$ cat config.mk
export PLATFORM = sky130hd
export DESIGN_NAME = sram_axi_mux
export DESIGN_NICKNAME = d
export VERILOG_FILES = /design/src/rtl/sram_axi_mux.sv
export SDC_FILE = /design/constraint.sdc
export NUM_CORES = 1
export LEC_CHECK = 0
export BUFFER_PORTS_ARGS = -buffer_cell sky130_fd_sc_hd__buf_2
export CORE_MARGIN = 10
export CORE_UTILIZATION = 40
export CTS_CLUSTER_SIZE = 20
export DETAILED_ROUTE_END_ITERATION = 8
export GPL_ROUTABILITY_DRIVEN = 0
export HOLD_SLACK_MARGIN = 0.05
export PLACE_DENSITY_LB_ADDON = 0.3
export REMOVE_ABC_BUFFERS = 1
export SYNTH_ARGS = -nofsm -noshare
export SYNTH_HDL_FRONTEND = slang
export SYNTH_SLANG_ARGS = --single-unit
$ cat constraint.sdc
create_clock -name clk -period 1.9 [get_ports clk]
set_input_delay 0.095 -clock clk [delete_from_list [all_inputs] [get_ports clk]]
set_output_delay 0.095 -clock clk [all_outputs]
set_load 0.01 [all_outputs]
$ cat src/rtl/sram_axi_mux.sv
// sram_axi_mux: arbitrates N SRAM-like request ports onto one AXI3 master.
// Separate round-robin read/write slots, per-master IDs, read-after-write stall.
module sram_axi_mux #(
  parameter int N_MASTER = 2,
  parameter int IDX_W    = 4
) (
  input  logic                    clk,
  input  logic                    reset,
  input  logic [N_MASTER-1:0]     req,
  input  logic [N_MASTER-1:0]     wr,
  input  logic [2*N_MASTER-1:0]   size,
  input  logic [4*N_MASTER-1:0]   wstrb,
  input  logic [32*N_MASTER-1:0]  addr,
  input  logic [32*N_MASTER-1:0]  wdata,
  output logic [N_MASTER-1:0]     addr_ok,
  output logic [N_MASTER-1:0]     data_ok,
  output logic [32*N_MASTER-1:0]  rdata,
  output logic [IDX_W-1:0]        arid,
  output logic [31:0]             araddr,
  output logic [7:0]              arlen,
  output logic [2:0]              arsize,
  output logic [1:0]              arburst,
  output logic [1:0]              arlock,
  output logic [3:0]              arcache,
  output logic [2:0]              arprot,
  output logic                    arvalid,
  input  logic                    arready,
  input  logic [IDX_W-1:0]        rid,
  input  logic [31:0]             axi_rdata,
  input  logic [1:0]              rresp,
  input  logic                    rlast,
  input  logic                    rvalid,
  output logic                    rready,
  output logic [IDX_W-1:0]        awid,
  output logic [31:0]             awaddr,
  output logic [7:0]              awlen,
  output logic [2:0]              awsize,
  output logic [1:0]              awburst,
  output logic [1:0]              awlock,
  output logic [3:0]              awcache,
  output logic [2:0]              awprot,
  output logic                    awvalid,
  input  logic                    awready,
  output logic [IDX_W-1:0]        wid,
  output logic [31:0]             axi_wdata,
  output logic [3:0]              axi_wstrb,
  output logic                    wlast,
  output logic                    wvalid,
  input  logic                    wready,
  input  logic [IDX_W-1:0]        bid,
  input  logic [1:0]              bresp,
  input  logic                    bvalid,
  output logic                    bready
);

  logic [N_MASTER-1:0]         busy;
  logic [N_MASTER-1:0]         wpend;
  logic [N_MASTER-1:0][29:0]   wtbl;
  logic [IDX_W-1:0]            rd_ptr;
  logic [IDX_W-1:0]            wr_ptr;
  logic [IDX_W-1:0]            rd_idx;
  logic [IDX_W-1:0]            wr_idx;
  logic [N_MASTER-1:0]         haz;
  logic [N_MASTER-1:0]         rd_cand;
  logic [N_MASTER-1:0]         wr_cand;
  logic [N_MASTER-1:0]         rd_gnt;
  logic [N_MASTER-1:0]         wr_gnt;
  logic [N_MASTER-1:0]         r_hit;
  logic [N_MASTER-1:0]         b_hit;
  logic                        rd_go;
  logic                        wr_go;
  logic                        rd_free;
  logic                        wr_free;
  logic                        unused_resp;

  assign unused_resp = ^{rresp, bresp, rlast};

  assign arlen   = 8'd0;
  assign arburst = 2'b01;
  assign arlock  = 2'b00;
  assign arcache = 4'd0;
  assign arprot  = 3'd0;
  assign awlen   = 8'd0;
  assign awburst = 2'b01;
  assign awlock  = 2'b00;
  assign awcache = 4'd0;
  assign awprot  = 3'd0;
  assign wid     = awid;
  assign wlast   = 1'b1;
  assign rready  = 1'b1;
  assign bready  = 1'b1;

  // a slot can take a new request in the cycle its last handshake completes
  assign rd_free = !arvalid || arready;
  assign wr_free = (!awvalid || awready) && (!wvalid || wready);

  // pending-write table holds every write not yet answered by B
  always_comb begin
    haz = '0;
    for (int i = 0; i < N_MASTER; i++)
      for (int j = 0; j < N_MASTER; j++)
        if (wpend[j] && wtbl[j] == addr[32*i+2 +: 30])
          haz[i] = 1'b1;
  end

  assign rd_cand = req & ~wr & ~busy & ~haz;
  assign wr_cand = req & wr & ~busy;

  always_comb begin
    rd_go  = 1'b0;
    wr_go  = 1'b0;
    rd_idx = '0;
    wr_idx = '0;
    rd_gnt = '0;
    wr_gnt = '0;
    for (int k = 0; k < N_MASTER; k++)
      for (int i = 0; i < N_MASTER; i++) begin
        if (rd_free && !rd_go && rd_cand[i] &&
            (int'(rd_ptr) + 1 + k) % N_MASTER == i) begin
          rd_go     = 1'b1;
          rd_idx    = IDX_W'(i);
          rd_gnt[i] = 1'b1;
        end
        if (wr_free && !wr_go && wr_cand[i] &&
            (int'(wr_ptr) + 1 + k) % N_MASTER == i) begin
          wr_go     = 1'b1;
          wr_idx    = IDX_W'(i);
          wr_gnt[i] = 1'b1;
        end
      end
  end

  assign addr_ok = rd_gnt | wr_gnt;

  always_comb begin
    r_hit = '0;
    b_hit = '0;
    for (int i = 0; i < N_MASTER; i++) begin
      r_hit[i] = rvalid && rready && rid == IDX_W'(i);
      b_hit[i] = bvalid && bready && bid == IDX_W'(i);
    end
  end

  always_ff @(posedge clk) begin
    if (reset) begin
      arvalid   <= 1'b0;
      awvalid   <= 1'b0;
      wvalid    <= 1'b0;
      arid      <= '0;
      araddr    <= '0;
      arsize    <= '0;
      awid      <= '0;
      awaddr    <= '0;
      awsize    <= '0;
      axi_wdata <= '0;
      axi_wstrb <= '0;
      busy      <= '0;
      wpend     <= '0;
      wtbl      <= '0;
      rd_ptr    <= IDX_W'(N_MASTER - 1);
      wr_ptr    <= IDX_W'(N_MASTER - 1);
      data_ok   <= '0;
      rdata     <= '0;
    end else begin
      if (arready) arvalid <= 1'b0;
      if (awready) awvalid <= 1'b0;
      if (wready)  wvalid  <= 1'b0;
      if (rd_go) begin
        arvalid <= 1'b1;
        rd_ptr  <= rd_idx;
      end
      if (wr_go) begin
        awvalid <= 1'b1;
        wvalid  <= 1'b1;
        wr_ptr  <= wr_idx;
      end
      busy    <= (busy & ~(r_hit | b_hit)) | addr_ok;
      data_ok <= r_hit | b_hit;
      for (int i = 0; i < N_MASTER; i++) begin
        if (r_hit[i]) rdata[32*i +: 32] <= axi_rdata;
        if (rd_gnt[i]) begin
          arid   <= IDX_W'(i);
          araddr <= addr[32*i +: 32];
          arsize <= {1'b0, size[2*i +: 2]};
        end
        if (wr_gnt[i]) begin
          awid      <= IDX_W'(i);
          awaddr    <= addr[32*i +: 32];
          awsize    <= {1'b0, size[2*i +: 2]};
          axi_wdata <= wdata[32*i +: 32];
          axi_wstrb <= wstrb[4*i +: 4];
          wpend[i]  <= 1'b1;
          wtbl[i]   <= addr[32*i+2 +: 30];
        end else if (b_hit[i]) begin
          wpend[i]  <= 1'b0;
        end
      end
    end
  end

endmodule
==> summary.txt, run 1 <==
Setup path
  • Cell Chain, Critical Path: buf_6 -> xnor2_2 -> nand4_1 -> nor4_2 -> buf_4 -> nand2_1 -> nand3_4 -> buf_12 -> o21bai_4 -> nand2_2 -> buf_6
  • CP Max Fanout: 2
  • WS Path Type: reg -> out
  • Slowest CP cell: nor4_2
  • Critical Path AT: 2450 ps
  • Cell mode on critical path: buf_6
  • CP max stage delay: around 400 ps
  • Worst EP required: between 1500 and 2000 ps
  • R2r setup slk: -590 ps
  • CP Launch Type: flop
  • Cell family with most CP delay: simple AND/OR/NAND/NOR gates
  • Worst R2R Start: wtbl[39]
  • WP buf/inv: 4
  • FF-to-FF End: araddr[2]
  • Crit end category: output pin
  • R2R cell count: 11

Clock network
  • # clock sinks: 241
  • CTS tree: yes
  • CTS root buffer: clkbuf_16
  • Worst-path clk slew: 70 ps
  • Clock Path Buffers: 3
  • CTS buffer count: 27
  • Skew-Pair Late Insertion Delay: approximately 540 ps
  • H-Tree Depth: 1

Min path
  • Min-delay src: addr[5]
  • Class of the worst hold path: in -> reg
  • WHS Path Cells: 4
  • WHS Endpoint: araddr[5]

Detailed routing
  • Drt first pass iters: 5
  • Avg WL per Cell: approximately 21 microns
  • Antenna Nets Post-Route: 0
  • Residual DRC: 0
  • Routed WL: 51400 microns
  • DRC violation total after the first TritonRoute iteration: 1124
  • Vias per Instance: about 5.5
  • Total number of vias: 13.2k

Timing
  • Final Skew: 11.2 ps
  • Slew Viols, Final: 0
  • Final hold vios: 0
  • Final setup fails: 38
  • Relative slew slack: 0.592
  • Setup TNS: -17390 ps
  • Tmin final: 2540 ps
  • Fmax: 0.393 GHz
  • RSZ-0062 raised after global routing: true
  • Worst setup margin: -645 ps
  • WHS: 69.7 ps
  • Slew @ Worst Pin: 612 ps
  • Final Cycle Share: 1.34

Place
  • Port buffer count: 368
  • Hpwl dp: between 30000 and 40000 microns

GRT
  • Pin count of the biggest net entering global routing: 70
  • First-pass GRT wire length: ~74000 microns
  • Initial antenna violation count: 5
  • Total gr overflow: 0
  • Overall Global Routing Usage: 0.270
  • Vias in the first global route: 13.3k

Floorplan
  • Initial Util: 0.408
  • Die height: 186 microns
  • Die area: 34600 sq um
  • Row count: 60
  • Core area: between 20000 and 30000 sq um
  • Chip Width: between 150 and 200 microns
  • I/O pin count: 426

Layout
  • FF/Latch Area: 4860 sq um
  • Area grow syn2layout: 63.3%
  • Share of cells above drive strength 1: 0.361
  • Fill count: 2068
  • Final nets: 2223
  • Multi-input logic area: 6190 sq um

Yosys
  • Sequential-to-total area share from yosys stat: 0.438
  • Area of the mapped netlist: 11000 sq um
  • Avg Cell Area, Syn: around 8.1 sq um
  • Cells after Synth: 1364
  • Synth Register Bits: 241
  • Yosys warns: 0
  • Synth cell types: 38
  • Async set-reset flop share out of synthesis: 0
  • Top FF cell, synth: dfxtp_1
  • Post-synth EDFFs: 0

Power
  • Peak supply drop: 0.672 mV
  • Static leakage: roughly 7.6 nW
  • Pwr/cell area: 807 nW/um^2
  • Tot Pwr: about 0.015 W

Status
  • Failing checks: negative setup slack
  • Outcome: finished, violations left

Flow run
  • Max-cap viol count: 0
final cells by class:
cell class | instances | area share
Antenna cell | 6 | 0.000834
Timing Repair Buffer | 732 | 0.315
Clock inverter | 15 | 0.00709
Clock buffer | 33 | 0.0404
Multi-Input combinational cell | 1025 | 0.344
Sequential cell | 241 | 0.270
Tap cell | 341 | 0.0237
metal layers:
layer  part of all wire  vias to the layer above  global-route usage  routed length [microns]
met3              0.094                      207              0.0608                     4850
met2               0.48                      805               0.465                    24800
met4              0.052                        2               0.125                     2670
met1               0.37                     6219               0.311                    19000
li1                   -                     5943                   -                        -
met5            0.00025                        -                   0                       13
flip-flops by register name, summed over array words and instances, names as in the netlist:
| name | flops |
|---|---|
| wr_ptr | 1 |
| axi_wstrb | 4 |
| rdata | 64 |
| data_ok | 2 |
| rd_ptr | 1 |
| axi_wdata | 32 |
| arsize | 2 |
| wpend | 2 |
| arvalid | 1 |
| busy | 2 |
| arid | 1 |
| awid | 1 |
| awvalid | 1 |
| araddr | 32 |
| awsize | 2 |
| wtbl | 60 |
| wvalid | 1 |
| awaddr | 32 |
kinds of logic after synthesis:
logic type,Yosys count,synth area share
buffers and inverters,148,0.0723
AOI/OAI and AO/OA,287,0.177
DFF,241,0.438
xor gates and xnor gates,120,0.0953
other,2,0.000681
and+or+nand+nor,566,0.217
layout by cell type (no fill, tap or decap), types with 4 or more instances in the layout:
cell	count
nand3_1	41
dfxtp_1	220
xnor2_2	28
nor4_1	6
nor2_2	14
nand4_1	40
nor4_2	7
o21ai_0	4
a311oi_1	39
clkbuf_16	31
buf_12	27
clkbuf_8	4
nand2b_1	5
xor2_1	15
a21oi_1	134
nor2_1	49
buf_16	7
buf_2	365
a311oi_2	35
buf_6	14
nor2_4	15
clkinv_2	6
a31oi_1	33
nand2_1	367
dfxtp_2	19
buf_4	133
dlygate4sd3_1	180
diode_2	6
o21ai_1	31
xnor2_1	74
inv_6	4
conb_1	52
worst reg2reg max path, delay by kind of cell (launching register included):
kind / cells / cell delay, ps
DFF: 1 / 380
and+or+nand+nor: 2 / 690
AOI/OAI and AO/OA: 3 / 520
buffers and inverters: 5 / 700
xor gates and xnor gates: 1 / 130
synthesized netlist by cell type, types with 4 or more instances:
library cell | n | area (sq um)
a311oi_2 | 27 | 405
a21oi_1 | 136 | 681
nor4_1 | 13 | 81.3
buf_4 | 55 | 413
buf_2 | 4 | 20.0
a311oi_1 | 47 | 412
nand4_1 | 40 | 250
clkbuf_1 | 82 | 308
nand2_1 | 372 | 1400
xnor2_1 | 105 | 920
nand2b_1 | 5 | 31.3
dfxtp_1 | 241 | 4820
nor2_1 | 78 | 293
xor2_1 | 15 | 131
o21ai_0 | 4 | 20.0
nand3_1 | 42 | 210
buf_6 | 4 | 45.0
o21ai_1 | 32 | 160
a31oi_1 | 33 | 206
through the flow:
stage | cells | cell area, sq um | util | setup WS [ps]
detailed placement | 2127 | 14100 | 0.523 | -336
global placement | 2127 | 14100 | 0.523 | -335
CTS | 2380 | 17600 | 0.651 | -585
floorplan | 1266 | 10400 | - | -1900
global route | 2390 | 18000 | 0.666 | -734
finish | 2393 | 18000 | 0.666 | -645
what timing repair did:
action / 4_1_cts / 5_1_grt
buffers inserted: 16 / 6
resized for setup: 102 / 56
pin swaps: 25 / 20
setup endpoints to repair: 40 / 70
cloned: 9 / 4
hold buffers: 180 / 0
endpoints found under the hold margin: 227 / 0
power breakdown:
group	switching [W]	leakage (nW)	internal, W
logic	0.00193	5.18	0.00176
clock network	0.00228	0.422	0.00289
registers	0.000278	1.98	0.00541
how the worst max path moves through the flow:
stage / startpoint / endpoint / slack (ps) / cells after the start
2_1_floorplan: wvalid / awaddr[10] / -1900 / 6
3_3_place_gp: wtbl[54] / addr_ok[0] / -330 / 9
3_5_place_dp: wtbl[54] / araddr[5] / -340 / 8
4_1_cts: wtbl[52] / addr_ok[0] / -590 / 11
5_1_grt: wtbl[47] / addr_ok[0] / -730 / 11
6_report: wtbl[11] / addr_ok[0] / -640 / 11
No activity file was read; power rests on OpenSTA's default activity.
==> inputs of run 2 (changes only) <==
==> constraint.sdc (replaced) <==
create_clock -name clk -period 1.9 [get_ports clk]
set_input_delay 0.095 -clock clk [delete_from_list [all_inputs] [get_ports clk]]
set_output_delay 0.095 -clock clk [all_outputs]
set_load 0.1 [all_outputs]
==> summary.txt, run 2 (same netlist as run 1, synthesis figures left out) <==
Layout
  • Most flop-heavy register: rdata
  • Area grow syn2layout: 63.0%
  • Non-filler cells, final: 2393
  • Max reg flops: 64
  • Most common library cell in the layout ignoring fill and taps: nand2_1
  • Top Registers: rdata x64, wtbl x60
  • Final nets: 2223
  • Commonest non-fill, non-tap cells in the layout: nand2_1 (366), buf_2 (365), dfxtp_1 (224)
  • Fill count: around 2.1k
  • Share of cells above drive strength 1: 0.363

GRT
  • Pin count of the biggest net entering global routing: 74
  • Initial antenna violation count: 5
  • Total gr overflow: 0
  • Vias in the first global route: 13.1k
  • First-pass GRT wire length: 72700 microns
  • Overall Global Routing Usage: 0.264

Detailed routing
  • Residual DRC: 0
  • Antenna Nets Post-Route: 0
  • Vias per Instance: 5.45
  • Wire length on met3: 5210 microns
  • Avg WL per Cell: 21.2 microns
  • DRC violation total after the first TritonRoute iteration: about 1.1k
  • Metal1 wirelength: 19000 microns
  • Met2 wire length: 24300 microns
  • Routed WL: approximately 50000 microns
  • Total number of vias: around 13k
  • Drt first pass iters: 5
  • Top sig layer: met5

Floorplan
  • Row count: 60
  • Initial Util: 0.408
  • Die area: 34600 sq um
  • Chip Width: 186 microns
  • I/O pin count: 426
  • Die height: 186 microns
  • Core area: 27000 sq um

Timing
  • Final setup fails: a little over 50
  • Relative slew slack: 0.554
  • Final Skew: 15.6 ps
  • Fmax: 0.377 GHz
  • Slew @ Worst Pin: 670 ps
  • Setup TNS: -20510 ps
  • WHS: 52.6 ps
  • Final Cycle Share: 1.39
  • Final hold vios: 0
  • Tmin final: 2650 ps
  • Worst setup margin: -749 ps
  • RSZ-0062 raised after global routing: true
  • Slew Viols, Final: 0

Clock network
  • CTS buffer count: 27
  • Worst-path clk slew: around 70 ps
  • H-Tree Depth: 1
  • # clock sinks: roughly 240
  • CTS root buffer: clkbuf_16
  • Skew-Pair Late Insertion Delay: 560 ps
  • CTS tree: yes
  • Clock Path Buffers: 3

Min path
  • Class of the worst hold path: in -> reg
  • WHS Path Cells: 5
  • WHS Endpoint: rdata[9]
  • Min-delay src: rid[0]

Setup path
  • Worst R2R Start: wtbl[56]
  • Worst EP required: 1800 ps
  • Crit end category: output pin
  • R2r setup slk: -600 ps
  • CP Launch Type: flop
  • WS Path Type: reg -> out
  • FF-to-FF End: araddr[7]
  • R2R cell count: 11
  • Critical Path AT: 2550 ps
  • CP Max Fanout: 3

Power
  • Peak supply drop: 0.698 mV
  • Pwr/cell area: approximately 930 nW/um^2
  • Static leakage: about 7.6 nW
  • Tot Pwr: ~0.017 W

Place
  • Hpwl dp: 32100 microns
  • Placed cells: 2130
  • Port buffer count: 368

Status
  • Failing checks: negative setup slack
  • Outcome: finished, violations left

Flow run
  • Max-cap viol count: 0
==> run 2: changes by cell type in the layout (fill, tap and decap cells not counted), sizes merged <==
cell,before,now
clkbuf,38,43
inv,4,1
buf,546,548
clkinvlp,2,0
dlygate4sd3,180,178
bufbuf,1,0
diode,6,7
==> run 2: what timing repair did <==
action                                 4_1_cts  5_1_grt
gates resized for setup                    101       62
hold buffers                               178        0
pin swaps                                   72       45
buffers inserted                            16       12
setup endpoints to repair                   41       64
endpoints found under the hold margin      234        0
gates cloned                                 3        5
==> run 2: metal layers <==
| metal | track usage | up-vias |
|---|---|---|
| met5 | 0 | - |
| met4 | 0.113 | 4 |
| met3 | 0.0601 | 185 |
| met2 | 0.451 | 776 |
| met1 | 0.310 | 6154 |
| li1 | - | 5934 |
==> run 2: worst max-delay path: stages (launching register included) <==
cell and delay (ps):
dfxtp_2 340, buf_4 140, xnor2_2 310, nand4_1 160, nor4_2 280, a21oi_2 140
nand3_2 130, buf_6 130, nand2_4 70, nand2_2 100, buf_12 180
==> run 2: worst max path at each step <==
stage	start	endpoint	depth (start not counted)
floorplan	wvalid	awaddr[10]	6
global placement	wtbl[9]	araddr[7]	10
detailed placement	wtbl[42]	araddr[2]	9
CTS	wtbl[36]	addr_ok[1]	10
global route	wtbl[54]	addr_ok[0]	8
finish	wtbl[38]	addr_ok[1]	10
==> run 2: final cells by class <==
cell class / instances / area (sq um) / share of cell area
multi-input cells: 1025 / 6260 / 0.348
repair buffers: 732 / 5560 / 0.310
flip-flops and latches: 241 / 4850 / 0.270
clock buffers: 37 / 773 / 0.0430
well taps: 341 / 427 / 0.0237
clock inverters: 10 / 82.6 / 0.00460
diodes: 7 / 17.5 / 0.000975
==> run 2: metrics by stage <==
step / setup WS, ps / util / instance area (sq um)
after floorplan: -2600 / - / 10400
after global placement: -302 / 0.524 / 14200
after detailed placement: -331 / 0.524 / 14200
after CTS: -635 / 0.647 / 17500
after global routing: -858 / 0.664 / 18000
final: -749 / 0.665 / 18000
==> run 2: report_power, final <==
part	internal [W]	switching, W	leakage (nW)
registers	0.00541	0.000254	1.98
logic	0.00167	0.00420	5.19
clock network	0.00296	0.00215	0.431
total	0.0100	0.00660	7.60
